**src/rtl/barrel_unshifter_pipe.sv**
```systemverilog
// Pipelined right barrel shifter: one register stage per shift-amount bit, each
// stage shifting by 2^k, with a valid/ready stream and full backpressure.
module barrel_unshifter_pipe #(
    parameter int WIDTH = 8,
    parameter int SHW   = 3
) (
    input  logic             clk,
    input  logic             rst,
    input  logic             in_valid,
    output logic             in_ready,
    input  logic [WIDTH-1:0] datain,
    input  logic [SHW-1:0]   shift,
    input  logic [1:0]       mode,
    output logic             out_valid,
    input  logic             out_ready,
    output logic [WIDTH-1:0] dataout
);

    // Handshake: a word moves across a boundary on a rising clk edge where
    // valid and ready are both high; valid never depends on ready.

    localparam logic [1:0] MODE_ROR = 2'b00;
    localparam logic [1:0] MODE_LSR = 2'b01;
    localparam logic [1:0] MODE_ASR = 2'b10;

    logic [SHW-1:0]   valid_q, valid_d;
    logic [WIDTH-1:0] data_q  [SHW];
    logic [WIDTH-1:0] data_d  [SHW];
    logic [1:0]       mode_q  [SHW];
    logic [1:0]       mode_d  [SHW];
    logic [SHW-1:0]   shamt_q [SHW];
    logic [SHW-1:0]   shamt_d [SHW];

    logic [SHW-1:0]   load;
    logic             load_acc;
    logic [1:0]       in_mode;

    // Right shift by amt when en is set; the fill comes from the word as it
    // enters this stage, so the sign bit survives every arithmetic stage.
    function automatic logic [WIDTH-1:0] stage_shift(
        input logic [WIDTH-1:0] d,
        input logic [1:0]       m,
        input logic             en,
        input int               amt
    );
        logic [WIDTH-1:0] fill_mask;
        logic [WIDTH-1:0] r;
        fill_mask = ~({WIDTH{1'b1}} >> amt);
        case (m)
            MODE_LSR: r = d >> amt;
            MODE_ASR: r = (d >> amt) | (d[WIDTH-1] ? fill_mask : '0);
            default:  r = (d >> amt) | (d << (WIDTH - amt));
        endcase
        return en ? r : d;
    endfunction

    always_comb begin
        in_mode = (mode == 2'b11) ? MODE_ROR : mode;

        // Stage k may load when it or any stage after it is empty, or the
        // consumer is taking the last word.
        load_acc = out_ready;
        load     = '0;
        for (int k = SHW - 1; k >= 0; k--) begin
            load_acc = load_acc | ~valid_q[k];
            load[k]  = load_acc;
        end

        in_ready = load[0] & ~rst;

        valid_d = valid_q;
        for (int k = 0; k < SHW; k++) begin
            data_d[k]  = data_q[k];
            mode_d[k]  = mode_q[k];
            shamt_d[k] = shamt_q[k];
        end

        if (load[0]) begin
            valid_d[0] = in_valid & ~rst;
            if (in_valid) begin
                data_d[0]  = stage_shift(datain, in_mode, shift[0], 1);
                mode_d[0]  = in_mode;
                shamt_d[0] = shift;
            end
        end

        for (int k = 1; k < SHW; k++) begin
            if (load[k]) begin
                valid_d[k] = valid_q[k-1];
                if (valid_q[k-1]) begin
                    data_d[k]  = stage_shift(data_q[k-1], mode_q[k-1],
                                             shamt_q[k-1][k], 1 << k);
                    mode_d[k]  = mode_q[k-1];
                    shamt_d[k] = shamt_q[k-1];
                end
            end
        end
    end

    always_ff @(posedge clk or posedge rst) begin
        if (rst) begin
            valid_q <= '0;
            for (int k = 0; k < SHW; k++) begin
                data_q[k]  <= '0;
                mode_q[k]  <= '0;
                shamt_q[k] <= '0;
            end
        end else begin
            valid_q <= valid_d;
            for (int k = 0; k < SHW; k++) begin
                data_q[k]  <= data_d[k];
                mode_q[k]  <= mode_d[k];
                shamt_q[k] <= shamt_d[k];
            end
        end
    end

    assign out_valid = valid_q[SHW-1];
    assign dataout   = data_q[SHW-1];

endmodule
```
**config.mk**
```make
export PLATFORM = sky130hd
export DESIGN_NAME = barrel_unshifter_pipe
export DESIGN_NICKNAME = d
export VERILOG_FILES = /design/src/rtl/barrel_unshifter_pipe.sv
export SDC_FILE = /design/constraint.sdc
export NUM_CORES = 1
export LEC_CHECK = 0
export BUFFER_PORTS_ARGS = -buffer_cell sky130_fd_sc_hd__buf_4
export CAP_MARGIN = 20
export CORE_AREA = 2 2 65 67
export CTS_CLUSTER_SIZE = 10
export DETAILED_ROUTE_END_ITERATION = 16
export DIE_AREA = 0 0 67 69
export PLACE_DENSITY = 0.64
export SLEW_MARGIN = 30
export SYNTH_ARGS = -nofsm -noshare
export SYNTH_HDL_FRONTEND = slang
export SYNTH_SLANG_ARGS = --single-unit
```
**constraint.sdc**
```tcl
create_clock -name clk -period 2.7 [get_ports clk]
set_clock_uncertainty 0.1 [all_clocks]
set_input_delay 0.27 -clock clk [delete_from_list [all_inputs] [get_ports clk]]
set_output_delay 0.27 -clock clk [all_outputs]
set_load 0.05 [all_outputs]
```
==> impl_metrics.json <==
{
  "status": "complete, no violations",
  "clockBufferDepth": 2,
  "ys_ff_latch": 34,
  "fin_area_um2": 2040,
  "gr-total-overflow": 0,
  "synthTopCellsByArea": "dfrtp_1 47%, mux2i_1 10%, a21oi_1 6.7%",
  "cp.arrival_ns": 1.74,
  "synthCells": 168,
  "utilization_pct": 52.0,
  "cts-resized-gates": 0,
  "rows": 23,
  "fmax_ghz": 0.473,
  "antenna_found_initial": 0,
  "clkLatencyLatePin_ns": 0.28,
  "routed_wl_mm": 3.23,
  "period_needed_ns": 2.11,
  "synth_ff_type": "dfrtp_1",
  "die_w_um": 67,
  "cap_viol_max_count": 0,
  "slowest_stage": "dfrtp_1",
  "power_density_nw_per_um2": 833,
  "path_max_fanout": 19,
  "tns_ns": 0,
  "grt_util_all_layers_pct": 16.1,
  "fin_ws_ns": 0.587,
  "fin_crit_sh_pct": 78.3,
  "combinationalPowerShare_pct": 34.5,
  "slew_headroom_pct": 66.1,
  "die_area_um2": 4620,
  "portBuffers": 26,
  "grt_pass1_vias": 1287,
  "htree_levels": 2,
  "start_util_pct": 46.0,
  "yosys.area.top_type": "dfrtp_1",
  "hold_path.class": "input pin to async pin",
  "dr.first_iter.drc_count": 115,
  "clkPwrFrac_pct": 22.3,
  "diodes": 0,
  "seq_power_share_pct": 43.1,
  "ff2ff_path_depth": 3,
  "ant_nets": 0,
  "via_per_inst": 5.40,
  "cts.sinks": 34,
  "ys_seq_area_share_pct": 47.3,
  "path_cells": "nand4b_4 > and2_1 > buf_4",
  "crit_path_start_kind": "flop",
  "coreArea_um2": 3910,
  "syn_nets": 190,
  "synth-edff-count": 0,
  "power_leakage_nw": 0.959,
  "worstSetupPathType": "flop to output port",
  "synth.top_cells.by_count": "34 x dfrtp_1, 24 x a21oi_1, 18 x a31oi_1, 18 x mux2i_1, 9 x inv_1",
  "swShare_pct": 37.1,
  "rsz0062_at_grt": "false",
  "grt_first_pass_wirelength_mm": 5.80,
  "clkSlewWorstSetupHoldPaths_ns": 0.07,
  "hold_buffers": 0,
  "cp_slowest_stage_delay_ns": 0.66,
  "pre_cts_slack_ns": 0.846,
  "end_kind": "output port",
  "root_buffer": "clkbuf_8",
  "numCtsBuffers": 5,
  "synth_area_per_cell_um2": 10.7,
  "netSwitchingPower_uw": 630,
  "crit_cells": 3,
  "path_buf_inv": 1,
  "tightest_slew_ns": 0.509,
  "grt_max_degree": 35,
  "io_pins": 27,
  "post_synth_num_cell_types": 28,
  "layout.nets": 205,
  "crit_family": "flip-flops",
  "ys_async_sr_fraction_pct": 100,
  "cts_setup_buffers": 0,
  "startpoint": "valid_q[0]",
  "p_int_mw": 1.07,
  "cts_tree": "built",
  "worstPathRequired_ns": 2.33,
  "area_growth_syn_to_layout_pct": 13.2,
  "vdd_drop_max_mv": 0.268,
  "yosysTopAreaCellShare_pct": 47.3,
  "hold_violations": 0,
  "wire_per_inst_um": 13.8,
  "synth_warnings": 0,
  "gp_congestion": 0.733,
  "placedInstanceArea_um2": 1950,
  "synth_most_common_cell": "dfrtp_1",
  "netlist_area_um2": 1800,
  "r2r-end": "shamt_q[8]",
  "slew_viol_final": 0,
  "hpwl_mm": 2.41,
  "drc_errors": 0,
  "crit_end": "in_ready",
  "via_count": 1263,
  "setup_viol": 0,
  "drive_above_1_share_pct": 26.1,
  "die_y_um": 69,
  "reg2reg_from": "valid_q[0]",
  "r2r_slack_ns": 0.85,
  "firstDrtPassIters": 4
}
[state kept, by name, indices dropped and copies added (netlist names)]
name and cells:
valid_q 3, mode_q 4, data_q 16, dataout 8
shamt_q 3
[how the worst min path moves through the flow]
stage          start          to  slack [ns]
2_1_floorplan    rst  valid_q[0]        0.27
3_3_place_gp     rst  data_q[21]        0.31
3_5_place_dp     rst  data_q[19]        0.33
4_1_cts          rst  data_q[19]        0.03
5_1_grt          rst  valid_q[0]        0.06
6_report         rst  valid_q[1]        0.01
[power groups by stage]
stage                     clock network (mW)  logic, mW  registers, mW
after global placement                     0      0.582          0.734
after CTS                              0.390      0.592          0.733
after detailed placement                   0      0.591          0.741
final                                  0.379      0.586          0.732
after global routing                   0.422      0.635          0.752
after floorplan                            0      0.544          0.696
[cell families (layout without fill, tap and decap cells)]
kind of cell	Yosys count	count (layout)	share of synthesized area (%)
multiplexers	28	28	16.9
AO/OA/AOI/OAI	48	48	15.0
adder cells (fa/ha/maj)	5	5	3.48
flip-flops	34	34	47.3
AND/OR/NAND/NOR	25	25	8.83
buffers and inverters	28	44	8.48
[layout by cell type (no fill, tap or decap), types with 4 or more instances in the layout]
master / instances
inv_1: 9
o21ai_0: 4
dfrtp_1: 34
a31oi_1: 18
buf_4: 27
ha_1: 5
nor2_1: 4
clkbuf_8: 6
mux2i_1: 18
nand2_1: 6
mux2_2: 7
a21oi_1: 24
[routing by layer]
metal | part of all wire (%) | track usage (%) | wire length [µm] | up-vias
li1 | - | - | - | 623
met1 | 44 | 20.0 | 1420 | 607
met2 | 51 | 26.2 | 1640 | 26
met3 | 3.8 | 5.55 | 122 | 7
met4 | 1.3 | 4.54 | 43 | 0
met5 | 0 | 0 | 0 | -
[area by class of cell]
class | count | area (µm²)
fill | 386 | 1880
sequential | 34 | 851
multi-input combinational | 106 | 796
timing repair buffer | 27 | 203
clock buffer | 7 | 86.3
tap | 50 | 62.6
inverter | 9 | 33.8
clock inverter | 1 | 5.00
[stage by stage]
step | instances | power (mW) | hold slack [ns]
after floorplan | 168 | 1.24 | 0.266
after global placement | 226 | 1.32 | 0.312
after detailed placement | 226 | 1.33 | 0.328
after CTS | 234 | 1.71 | 0.0266
after global routing | 234 | 1.81 | 0.0636
final | 234 | 1.70 | 0.0148
[tightest hold or removal path, delay by kind of cell]
| family | cells | cell delay (ns) |
|---|---|---|
| buffers and inverters | 3 | 0.55 |
(Power assumes the default switching activity.)
